[config.mk]
export PLATFORM = sky130hd
export DESIGN_NAME = hpi_responder
export DESIGN_NICKNAME = d
export VERILOG_FILES = /design/src/rtl/hpi_pkg.sv /design/src/rtl/hpi_word_ram.sv /design/src/rtl/hpi_responder.sv
export SDC_FILE = /design/constraint.sdc
export NUM_CORES = 2
export LEC_CHECK = 0
export BUFFER_PORTS_ARGS = -buffer_cell sky130_fd_sc_hd__buf_2
export CAP_MARGIN = 0
export CORE_MARGIN = 4
export CORE_UTILIZATION = 50
export CTS_CLUSTER_DIAMETER = 40
export CTS_CLUSTER_SIZE = 8
export DETAILED_ROUTE_END_ITERATION = 10
export PLACE_DENSITY = 0.67
export SETUP_SLACK_MARGIN = 0.2
export SLEW_MARGIN = 20
export SYNTH_ARGS = -nofsm -noshare
export SYNTH_HDL_FRONTEND = slang
export SYNTH_SLANG_ARGS = --single-unit
[constraint.sdc]
create_clock -name Clk -period 15.75 [get_ports Clk]
set_clock_uncertainty 0.2 [all_clocks]
set_input_delay 1.575 -clock Clk [delete_from_list [all_inputs] [get_ports Clk]]
set_output_delay 1.575 -clock Clk [all_outputs]
set_load 0.005 [all_outputs]
[src/rtl/hpi_pkg.sv]
// Shared register map, responder FSM states and STATUS bit positions for the
// HPI responder that stands in for the CY7C67200.
package hpi_pkg;

  typedef enum logic [1:0] {
    HPI_DATA    = 2'b00,
    HPI_MAILBOX = 2'b01,
    HPI_ADDRESS = 2'b10,
    HPI_STATUS  = 2'b11
  } hpi_reg_t;

  typedef enum logic [1:0] {
    IDLE     = 2'd0,
    WR_HOLD  = 2'd1,
    RD_WAIT  = 2'd2,
    RD_DRIVE = 2'd3
  } hpi_rsp_state_t;

  localparam int STATUS_MBX_BIT = 0;
  localparam int STATUS_KBD_BIT = 1;

  function automatic logic [15:0] status_word(input logic kbd_flag, input logic mbx_valid);
    logic [15:0] w;
    w = 16'h0000;
    w[STATUS_KBD_BIT] = kbd_flag;
    w[STATUS_MBX_BIT] = mbx_valid;
    return w;
  endfunction

endpackage

[src/rtl/hpi_word_ram.sv]
// DEPTH x 16 word store: one synchronous write port, one asynchronous read
// port, no reset so contents survive both hard and HPI soft resets.
module hpi_word_ram #(
  parameter int DEPTH = 256,
  parameter int AW    = 8
) (
  input  logic          i_clk,
  input  logic          i_we,
  input  logic [AW-1:0] i_waddr,
  input  logic [15:0]   i_wdata,
  input  logic [AW-1:0] i_raddr,
  output logic [15:0]   o_rdata
);

  logic [15:0] r_mem [DEPTH];

  always_ff @(posedge i_clk) begin
    if (i_we) begin
      r_mem[i_waddr] <= i_wdata;
    end
  end

  assign o_rdata = r_mem[i_raddr];

endmodule

[src/rtl/hpi_responder.sv]
// CY7C67200-side HPI responder: answers OTG_* strobes with DATA/MAILBOX/
// ADDRESS/STATUS registers over a word RAM, plus a keycode injection port.
module hpi_responder
  import hpi_pkg::*;
#(
  parameter int DEPTH  = 256,
  parameter int AW     = 8,
  parameter int RD_LAT = 2
) (
  input  logic          Clk,
  input  logic          Reset_n,
  input  logic [1:0]    OTG_ADDR,
  input  logic          OTG_CS_N,
  input  logic          OTG_RD_N,
  input  logic          OTG_WR_N,
  input  logic          OTG_RST_N,
  input  logic [15:0]   OTG_DATA_in,
  output logic [15:0]   OTG_DATA_out,
  output logic          OTG_DATA_oe,
  input  logic          kbd_we,
  input  logic [AW-1:0] kbd_addr,
  input  logic [15:0]   kbd_data,
  output logic [15:0]   mbx_to_host,
  output logic          mbx_valid,
  output logic [1:0]    o_dbg_state
);

  localparam logic [2:0] LAT_LOAD = 3'(RD_LAT - 1);

  // Handshake: a master access is a level strobe qualified by CS_N. Only the
  // rising edge of a qualified strobe starts a transaction; a read's data is
  // presented with oe until the strobe falls, a write commits once per strobe.
  logic           w_wr;
  logic           w_rd;
  logic           w_wr_rise;
  logic           w_rd_rise;
  logic           w_proto_err;
  logic           w_soft_rst;
  hpi_reg_t       w_addr_reg;

  logic           r_wr_q;
  logic           r_rd_q;
  hpi_rsp_state_t r_state;
  hpi_rsp_state_t w_state_nxt;
  logic           w_commit_wr;
  logic           w_start_rd;
  logic           w_load_out;
  logic           w_rd_done;

  logic [15:0]    r_ptr;
  logic [15:0]    r_mbx;
  logic           r_mbx_valid;
  logic           r_kbd_flag;
  hpi_reg_t       r_rd_reg;
  logic [2:0]     r_lat_cnt;
  logic [15:0]    r_data_out;
  logic           r_oe;

  logic           w_ram_we;
  logic [AW-1:0]  w_ram_waddr;
  logic [15:0]    w_ram_wdata;
  logic [15:0]    w_ram_rdata;
  logic           w_master_ram_wr;
  logic [15:0]    w_rd_data;

  assign w_wr        = ~OTG_CS_N & ~OTG_WR_N;
  assign w_rd        = ~OTG_CS_N & ~OTG_RD_N;
  assign w_wr_rise   = w_wr & ~r_wr_q;
  assign w_rd_rise   = w_rd & ~r_rd_q;
  assign w_proto_err = w_wr & w_rd;
  assign w_soft_rst  = ~OTG_RST_N;
  assign w_addr_reg  = hpi_reg_t'(OTG_ADDR);

  always_ff @(posedge Clk or negedge Reset_n) begin
    if (!Reset_n) begin
      r_wr_q <= 1'b0;
      r_rd_q <= 1'b0;
    end else begin
      r_wr_q <= w_wr;
      r_rd_q <= w_rd;
    end
  end

  always_ff @(posedge Clk or negedge Reset_n) begin
    if (!Reset_n) begin
      r_state <= IDLE;
    end else begin
      r_state <= w_state_nxt;
    end
  end

  always_comb begin
    w_state_nxt = r_state;
    w_commit_wr = 1'b0;
    w_start_rd  = 1'b0;
    w_load_out  = 1'b0;
    w_rd_done   = 1'b0;
    case (r_state)
      IDLE: begin
        if (!w_proto_err) begin
          if (w_wr_rise) begin
            w_commit_wr = 1'b1;
            w_state_nxt = WR_HOLD;
          end else if (w_rd_rise) begin
            w_start_rd  = 1'b1;
            w_state_nxt = RD_WAIT;
          end
        end
      end
      WR_HOLD: begin
        if (!w_wr) w_state_nxt = IDLE;
      end
      RD_WAIT: begin
        if (!w_rd) begin
          w_state_nxt = IDLE;
        end else if (r_lat_cnt == 3'd0) begin
          w_load_out  = 1'b1;
          w_state_nxt = RD_DRIVE;
        end
      end
      RD_DRIVE: begin
        if (!w_rd) begin
          w_rd_done   = 1'b1;
          w_state_nxt = IDLE;
        end
      end
      default: w_state_nxt = IDLE;
    endcase
    // Soft reset abandons any transaction in flight without side effects.
    if (w_soft_rst) begin
      w_state_nxt = IDLE;
      w_commit_wr = 1'b0;
      w_start_rd  = 1'b0;
      w_load_out  = 1'b0;
      w_rd_done   = 1'b0;
    end
  end

  always_comb begin
    w_rd_data = 16'h0000;
    case (r_rd_reg)
      HPI_DATA:    w_rd_data = w_ram_rdata;
      HPI_MAILBOX: w_rd_data = r_mbx;
      HPI_ADDRESS: w_rd_data = r_ptr;
      HPI_STATUS:  w_rd_data = status_word(r_kbd_flag, r_mbx_valid);
      default:     w_rd_data = 16'h0000;
    endcase
  end

  // Single write port: a master DATA write takes the port over an injection.
  assign w_master_ram_wr = w_commit_wr && (w_addr_reg == HPI_DATA);
  assign w_ram_we        = w_master_ram_wr | kbd_we;
  assign w_ram_waddr     = w_master_ram_wr ? r_ptr[AW:1] : kbd_addr;
  assign w_ram_wdata     = w_master_ram_wr ? OTG_DATA_in : kbd_data;

  hpi_word_ram #(
    .DEPTH (DEPTH),
    .AW    (AW)
  ) u_ram (
    .i_clk   (Clk),
    .i_we    (w_ram_we),
    .i_waddr (w_ram_waddr),
    .i_wdata (w_ram_wdata),
    .i_raddr (r_ptr[AW:1]),
    .o_rdata (w_ram_rdata)
  );

  always_ff @(posedge Clk or negedge Reset_n) begin
    if (!Reset_n) begin
      r_ptr       <= 16'h0000;
      r_mbx       <= 16'h0000;
      r_mbx_valid <= 1'b0;
      r_kbd_flag  <= 1'b0;
      r_rd_reg    <= HPI_DATA;
      r_lat_cnt   <= 3'd0;
      r_data_out  <= 16'h0000;
      r_oe        <= 1'b0;
    end else if (w_soft_rst) begin
      r_ptr       <= 16'h0000;
      r_mbx       <= 16'h0000;
      r_mbx_valid <= 1'b0;
      r_kbd_flag  <= 1'b0;
      r_rd_reg    <= HPI_DATA;
      r_lat_cnt   <= 3'd0;
      r_data_out  <= 16'h0000;
      r_oe        <= 1'b0;
    end else begin
      if (w_commit_wr) begin
        case (w_addr_reg)
          HPI_DATA:    r_ptr <= r_ptr + 16'd2;
          HPI_MAILBOX: begin
            r_mbx       <= OTG_DATA_in;
            r_mbx_valid <= 1'b1;
          end
          HPI_ADDRESS: r_ptr <= OTG_DATA_in;
          default:     ;
        endcase
      end

      if (w_start_rd) begin
        r_rd_reg  <= w_addr_reg;
        r_lat_cnt <= LAT_LOAD;
      end else if (r_state == RD_WAIT && r_lat_cnt != 3'd0) begin
        r_lat_cnt <= r_lat_cnt - 3'd1;
      end

      if (w_load_out) begin
        r_data_out <= w_rd_data;
        r_oe       <= 1'b1;
      end

      if (w_rd_done) begin
        r_data_out <= 16'h0000;
        r_oe       <= 1'b0;
        case (r_rd_reg)
          HPI_DATA:    r_ptr       <= r_ptr + 16'd2;
          HPI_MAILBOX: r_mbx_valid <= 1'b0;
          HPI_STATUS:  r_kbd_flag  <= 1'b0;
          default:     ;
        endcase
      end

      // Placed last so a same-cycle injection beats a STATUS-read clear.
      if (kbd_we) r_kbd_flag <= 1'b1;
    end
  end

  assign OTG_DATA_out = r_data_out;
  assign OTG_DATA_oe  = r_oe;
  assign mbx_to_host  = r_mbx;
  assign mbx_valid    = r_mbx_valid;
  assign o_dbg_state  = r_state;

endmodule

### After elaboration in Yosys (flattened, before gate mapping)

Memories as Yosys holds them, arrays and structs flattened.
Cells that the tools add are included.
Widths: inputs -> output; s select.

| storage, ports and cells | value |
|---|---|
| register bits after elaboration | 60 |
| bits in writable memories | 4096 |
| input port bits | 49 |
| output and inout port bits | 36 |
| logic and storage cells | 113 |
| memories kept | 1 |

Memories:

| name | words | width | read ports | clocked after memory_dff | write ports | RTL line | source |
|---|---|---|---|---|---|---|---|
| u_ram.r_mem | 256 | 16 | 1 | 0 | 1 | hpi_word_ram.sv:15 | `logic [15:0] r_mem [DEPTH];` |

| cells by class | value |
|---|---|
| add/subtract/negate cells | 2 |
| eq/ne operators | 20 |
| muxes and demuxes | 58 |
| bitwise operators | 11 |
| reductions and logical operators | 10 |

Operator list:

| kind | number |
|---|---|
| $mux 16 | 11 |
| $pmux 16 s4 | 1 |
| $pmux 16 s2 | 1 |
| $mux 1 | 30 |
| $mux 2 | 10 |
| $add 16x2->16 const B | 1 |
| $ne 3x1->1 const B | 4 |
| $eq 2x2->1 const B | 5 |
| $mux 3 | 3 |
| $ne 3x3->1 const B | 3 |
| $mux 8 | 1 |
| $ne 4x4->1 const B | 2 |
| $pmux 2 s4 | 1 |
| $eq 2x1->1 const B | 3 |
| $logic_not 2->1 | 3 |
| $ne 2x1->1 const B | 3 |
| $and 1x1->1 | 5 |
| $not 1->1 | 5 |
| $reduce_and 5->1 | 1 |
| $reduce_and 2->1 | 2 |
| $logic_not 3->1 | 1 |
| $reduce_bool 3->1 | 1 |
| $sub 3x1->3 const B | 1 |
| $logic_and 1x1->1 | 2 |
| $or 1x1->1 | 1 |

### Longest topological paths before layout

| depth | value |
|---|---|
| depth after elaboration | 11 |
| gate-level depth with buffers | 13 |
| depth with buffers taken out | 9 |

### Modules after synthesis

From an unflattened synthesis, not the netlist that was laid out.

| unflattened totals | value |
|---|---|
| cells, all modules | 7704 |
| area total of the unflattened synthesis | 161980.4 um^2 |

By module, submodules not included:

| module | instances | cells each | area an instance (um^2) | seq. area each (um^2) |
|---|---|---|---|---|
| hpi_word_ram | 1 | 7344 | 158394.4 | 122998.0 |
| hpi_responder | 1 | 360 | 3585.9 | 1501.4 |

### Least setup slack after synthesis

OpenSTA, ideal clock, no wires.

| timing path | value |
|---|---|
| path type | input-to-reg |
| from | in OTG_CS_N |
| to | mem u_ram.r_mem[0][14] (data pin) |
| library setup time | 2.189 ns |
| data arrival time | 12.518 ns |
| required time | 13.361 ns |
| setup slack | 0.843 ns |
| cell stages on the path | 6 |
| path buffers | 2 |
| cells stage by stage | nor3_1 > nand4_1 > or2_0 > buf_2 > clkbuf_1 > o21ai_0 |

| on the way | value |
|---|---|
| longest elaborated chain between the ends | 9 |

Ends and longest elaborated chain:

| what | RTL line | source |
|---|---|---|
| start: declaration | hpi_responder.sv:13 | `input logic OTG_CS_N,` |
| $not 1->1 * | hpi_responder.sv:66, hpi_responder.sv:67 |  |
| $and 1x1->1 | hpi_responder.sv:66 | `assign w_wr = ~OTG_CS_N & ~OTG_WR_N;` |
| $and 1x1->1 | hpi_responder.sv:68 | `assign w_wr_rise = w_wr & ~r_wr_q;` |
| $mux 1 | hpi_responder.sv:101 | `if (w_wr_rise) begin` |
| $mux 1 * | hpi_responder.sv:100 | `if (!w_proto_err) begin` |
| $mux 1 * | hpi_responder.sv:98 | `case (r_state)` |
| $mux 1 * | hpi_responder.sv:130 | `if (w_soft_rst) begin` |
| $logic_and 1x1->1 * | hpi_responder.sv:151 | `assign w_master_ram_wr = w_commit_wr && (w_addr_reg == HPI_DATA);` |
| $mux 16 * | hpi_responder.sv:154 | `assign w_ram_wdata = w_master_ram_wr ? OTG_DATA_in : kbd_data;` |
| named net u_ram.i_wdata[14] | hpi_word_ram.sv:10 | `input logic [15:0] i_wdata,` |
| end: declaration | hpi_word_ram.sv:15 |  |

The timed path passes the listed nets; every way through them passes the cells marked *.

### Worst setup path after layout

| timing path | value |
|---|---|
| from | reg r_ptr[1] |
| to | reg r_data_out[7], in the netlist OTG_DATA_out[7] |

| on the way | value |
|---|---|
| longest elaborated chain between the ends | 5 |

Ends and longest elaborated chain:

| what | RTL line | source |
|---|---|---|
| start: declaration | hpi_responder.sv:50 | `logic [15:0] r_ptr;` |
| start signal: assignment | hpi_responder.sv:190 | `HPI_DATA: r_ptr <= r_ptr + 16'd2;` |
| start signal: assignment | hpi_responder.sv:195 | `HPI_ADDRESS: r_ptr <= OTG_DATA_in;` |
| start signal: assignment | hpi_responder.sv:216 | `HPI_DATA: r_ptr <= r_ptr + 16'd2;` |
| $mem_v2 256x16 | - |  |
| $pmux 16 s4 | hpi_responder.sv:141 | `case (r_rd_reg)` |
| $mux 16 | hpi_responder.sv:207 | `if (w_load_out) begin` |
| $mux 16 | hpi_responder.sv:212 | `if (w_rd_done) begin` |
| $mux 16 | hpi_responder.sv:178 | `end else if (w_soft_rst) begin` |
| end signal: assignment | hpi_responder.sv:208 | `r_data_out <= w_rd_data;` |
| end: declaration | hpi_responder.sv:56 | `logic [15:0] r_data_out;` |

Every way passes these cells. The select of a mux whose other input is x is not followed.
A chain may end at the register's enable or synchronous reset.

==> results_dict.tcl <==
set metrics [dict create \
    finalNonFillerCells 13000 \
    clock-sinks 4156 \
    max_freq_ghz 0.149 \
    crit_required_ns 16.49 \
    p_seq_frac 0.483 \
    yosys_register_bits 4156 \
    htree_levels 6 \
    grt_pass1_vias 86000 \
    yosysTopAreaCellShare 0.756 \
    post_route_cells_drive_above_1_share 0.245 \
    fin_crit_ns 6.71 \
    cp.arrival_ns 7.45 \
    core_area_mm2 0.324 \
    cp_num_buf_inv 4 \
    status "finished clean" \
    p_leak_uw 0.0572 \
    rsz0062_at_grt "no" \
    viasPerCell 6.81 \
    end_kind "flop" \
    num_vias 88800 \
    post_drt_wl_per_cell_um 38.0 \
    syn_inst 7887 \
    finalHoldViolations 0 \
    gr-usage-all-layers 0.292 \
    grt.overflow.total 0 \
    grt_pass1_wl_mm 684 \
    cts_buffers 621 \
    cts_resized 0 \
    place_ws_ns 8.87 \
    cap_violations 0 \
    synth_edf_count 4096 \
    ir_drop_uv 111 \
    startpoint_type "flop" \
    setup_viol 0 \
    rows 209 \
    slowest_delay_ns 0.88 \
    cp_cell_sequence "buf_12 > buf_4 > buf_4 > buf_4 > mux4_1 > mux4_2 > a21oi_1 > a311oi_1 > a221o_1" \
    worstMarginPinSlew_ns 1.29 \
    combPwrFrac 0.043 \
    fin_area_mm2 0.187 \
    dr.first_iter.drc_count 15400 \
    layout.nets 8534 \
    die_h_um 578 \
    synth_ff_type "edfxtp_1" \
    syn_area_per_cell_um2 20.6 \
    dp_cells 12200 \
    io_pins 85 \
    ctsLongestPathBuffers 4 \
    synth_area_leaders "edfxtp_1, mux4_2, mux2i_1, mux4_1, dfrtp_1" \
    path_class "flop to flop" \
    area.growth.synth_to_final_pct 14.8 \
    synth_nets 7939 \
    clockPowerShare 0.474 \
    ys_types 84 \
    hpwl_mm 297 \
    powerDensity_mw_per_mm2 136 \
    cp_slowest_cell "a21oi_1" \
    path_clk_slew_ns 0.05 \
    clk_latency_ns 1.05 \
    yosysTopAreaCell "edfxtp_1" \
    hold_slack_ns 0.322 \
    post_cts.repair.setup_buffers 0 \
    switching_share 0.217 \
    holdCritPathClass "flop to flop" \
    cts-root-buf "clkbuf_16" \
    tns_ns 0 \
    yosys_warnings 0 \
    cts_tree "yes" \
    gp_congestion 0.949 \
    power.internal_uw 19800 \
    top_register "u_ram.r_mem" \
    die_x_um 578 \
    ys_async_sr_fraction 0.0144 \
    grt_start_max_net_pins 189 \
    cts_hold_buffers 0 \
    switching_power_uw 5500 \
    crit_fanout 74 \
    seq_area_frac_synth 0.765 \
    largest_register_ffs 4096 \
    slew_viol_final 0 \
    antenna_found_initial 43 \
    start_util 0.502 \
    ant_nets 0 \
    placed_cell_area_mm2 0.169 \
    critPathMostFrequentCell "buf_4" \
    finalCritPeriodShare 0.426 \
    cp_top_family "buffers and inverters" \
    syn_area_mm2 0.163 \
    fin_ws_ns 9.04 \
    drt-total-wl_mm 495 \
    maxSlewHeadroom 0.132 \
    die-area_mm2 0.335 \
    io_buffers 84 \
    first_pass_iters 9 \
    drc 0 \
]
metal layers:
layer,share of wire,wire [µm],up-vias,global-route usage
li1,-,-,34200,-
met1,0.36,177000,46300,0.397
met2,0.44,220000,7080,0.427
met3,0.14,70100,1256,0.0963
met4,0.057,28400,8,0.143
met5,0.00015,73,-,0.00681
worst reg2reg max path: cells and delay by family, from the launching register on:
family	cells	cell delay (ns)
flip-flops	1	0.85
buffers and inverters	4	2.92
multiplexers	2	1.19
AO/OA/AOI/OAI	3	1.43
area by class of cell:
class / count / area (µm²)
clock buffers: 719 / 16100
inverters: 11 / 51.3
well taps: 4325 / 5410
flip-flops and latches: 4156 / 125000
repair buffers: 453 / 3440
multi-input cells: 3239 / 35600
diodes: 33 / 82.6
fillers: 23100 / 137000
clock inverters: 112 / 1530
power groups by stage:
stage | logic, µW | clock network, µW | registers [µW]
2_1_floorplan | 582 | 0 | 12500
3_3_place_gp | 1040 | 0 | 12400
3_5_place_dp | 1060 | 0 | 12400
4_1_cts | 1060 | 12100 | 12200
5_1_grt | 1110 | 12600 | 12200
6_report | 1090 | 12000 | 12200
layout by cell type, fill, tap and decap left out, drive strengths merged, types with 11 or more instances in the layout:
cell and n:
nor2b 17, nor2 378, nand2 222, mux2i 577, a22oi 113, diode 33, edfxtp 4096, nor4 13
mux2 12, a211oi 26, o21ai 126, clkinv 78, o22ai 148, a22o 22, nand3 73, a21oi 203
a221oi 25, dfrtp 60, nand4 21, mux4 795, buf 453, o31ai 20, a31oi 42, and3 12
o211ai 11, and2 25, nor3 41, a21boi 19, or3 11, o221ai 162, nand2b 12, clkbuf 719
inv 34
metrics by stage:
stage / util / total power [µW]
2_1_floorplan: - / 13100
3_3_place_gp: 0.520 / 13500
3_5_place_dp: 0.521 / 13500
4_1_cts: 0.575 / 25400
5_1_grt: 0.576 / 26000
6_report: 0.576 / 25300
worst paths after layout:
| check | startpoint | endpoint | slack [ns] | cells past startpoint |
|---|---|---|---|---|
| setup / recovery | r_ptr[1] | OTG_DATA_out[7] | 9.04 | 9 |
| hold / removal | r_lat_cnt[1] | r_lat_cnt[1] | 0.32 | 2 |
| setup reg to reg | r_ptr[1] | OTG_DATA_out[7] | 9.04 | 9 |
| hold reg to reg | r_lat_cnt[1] | r_lat_cnt[1] | 0.32 | 2 |
| max in group asynchronous | Reset_n | r_ptr[3] | 14.05 | 2 |
| min in group asynchronous | Reset_n | OTG_DATA_oe | 0.58 | 2 |
Yosys cell counts (all sizes together) (73+ instances only):
library cell	number
edfxtp	4096
mux4	795
mux2i	577
nor2	378
buf	297
nand2	222
a21oi	203
clkbuf	184
o221ai	162
o22ai	148
o21ai	126
a22oi	113
nand3	73
cell families after synthesis:
kind of cell,Yosys count,share of synthesized area
AO/OA/AOI/OAI,990,0.0416
XOR/XNOR,5,0.000269
adder cells (fa/ha/maj),3,0.000231
buffers and inverters,492,0.0214
flip-flops,4156,0.765
multiplexers,1384,0.148
AND/OR/NAND/NOR,857,0.0232
No activity file was read; power rests on OpenSTA's default activity.
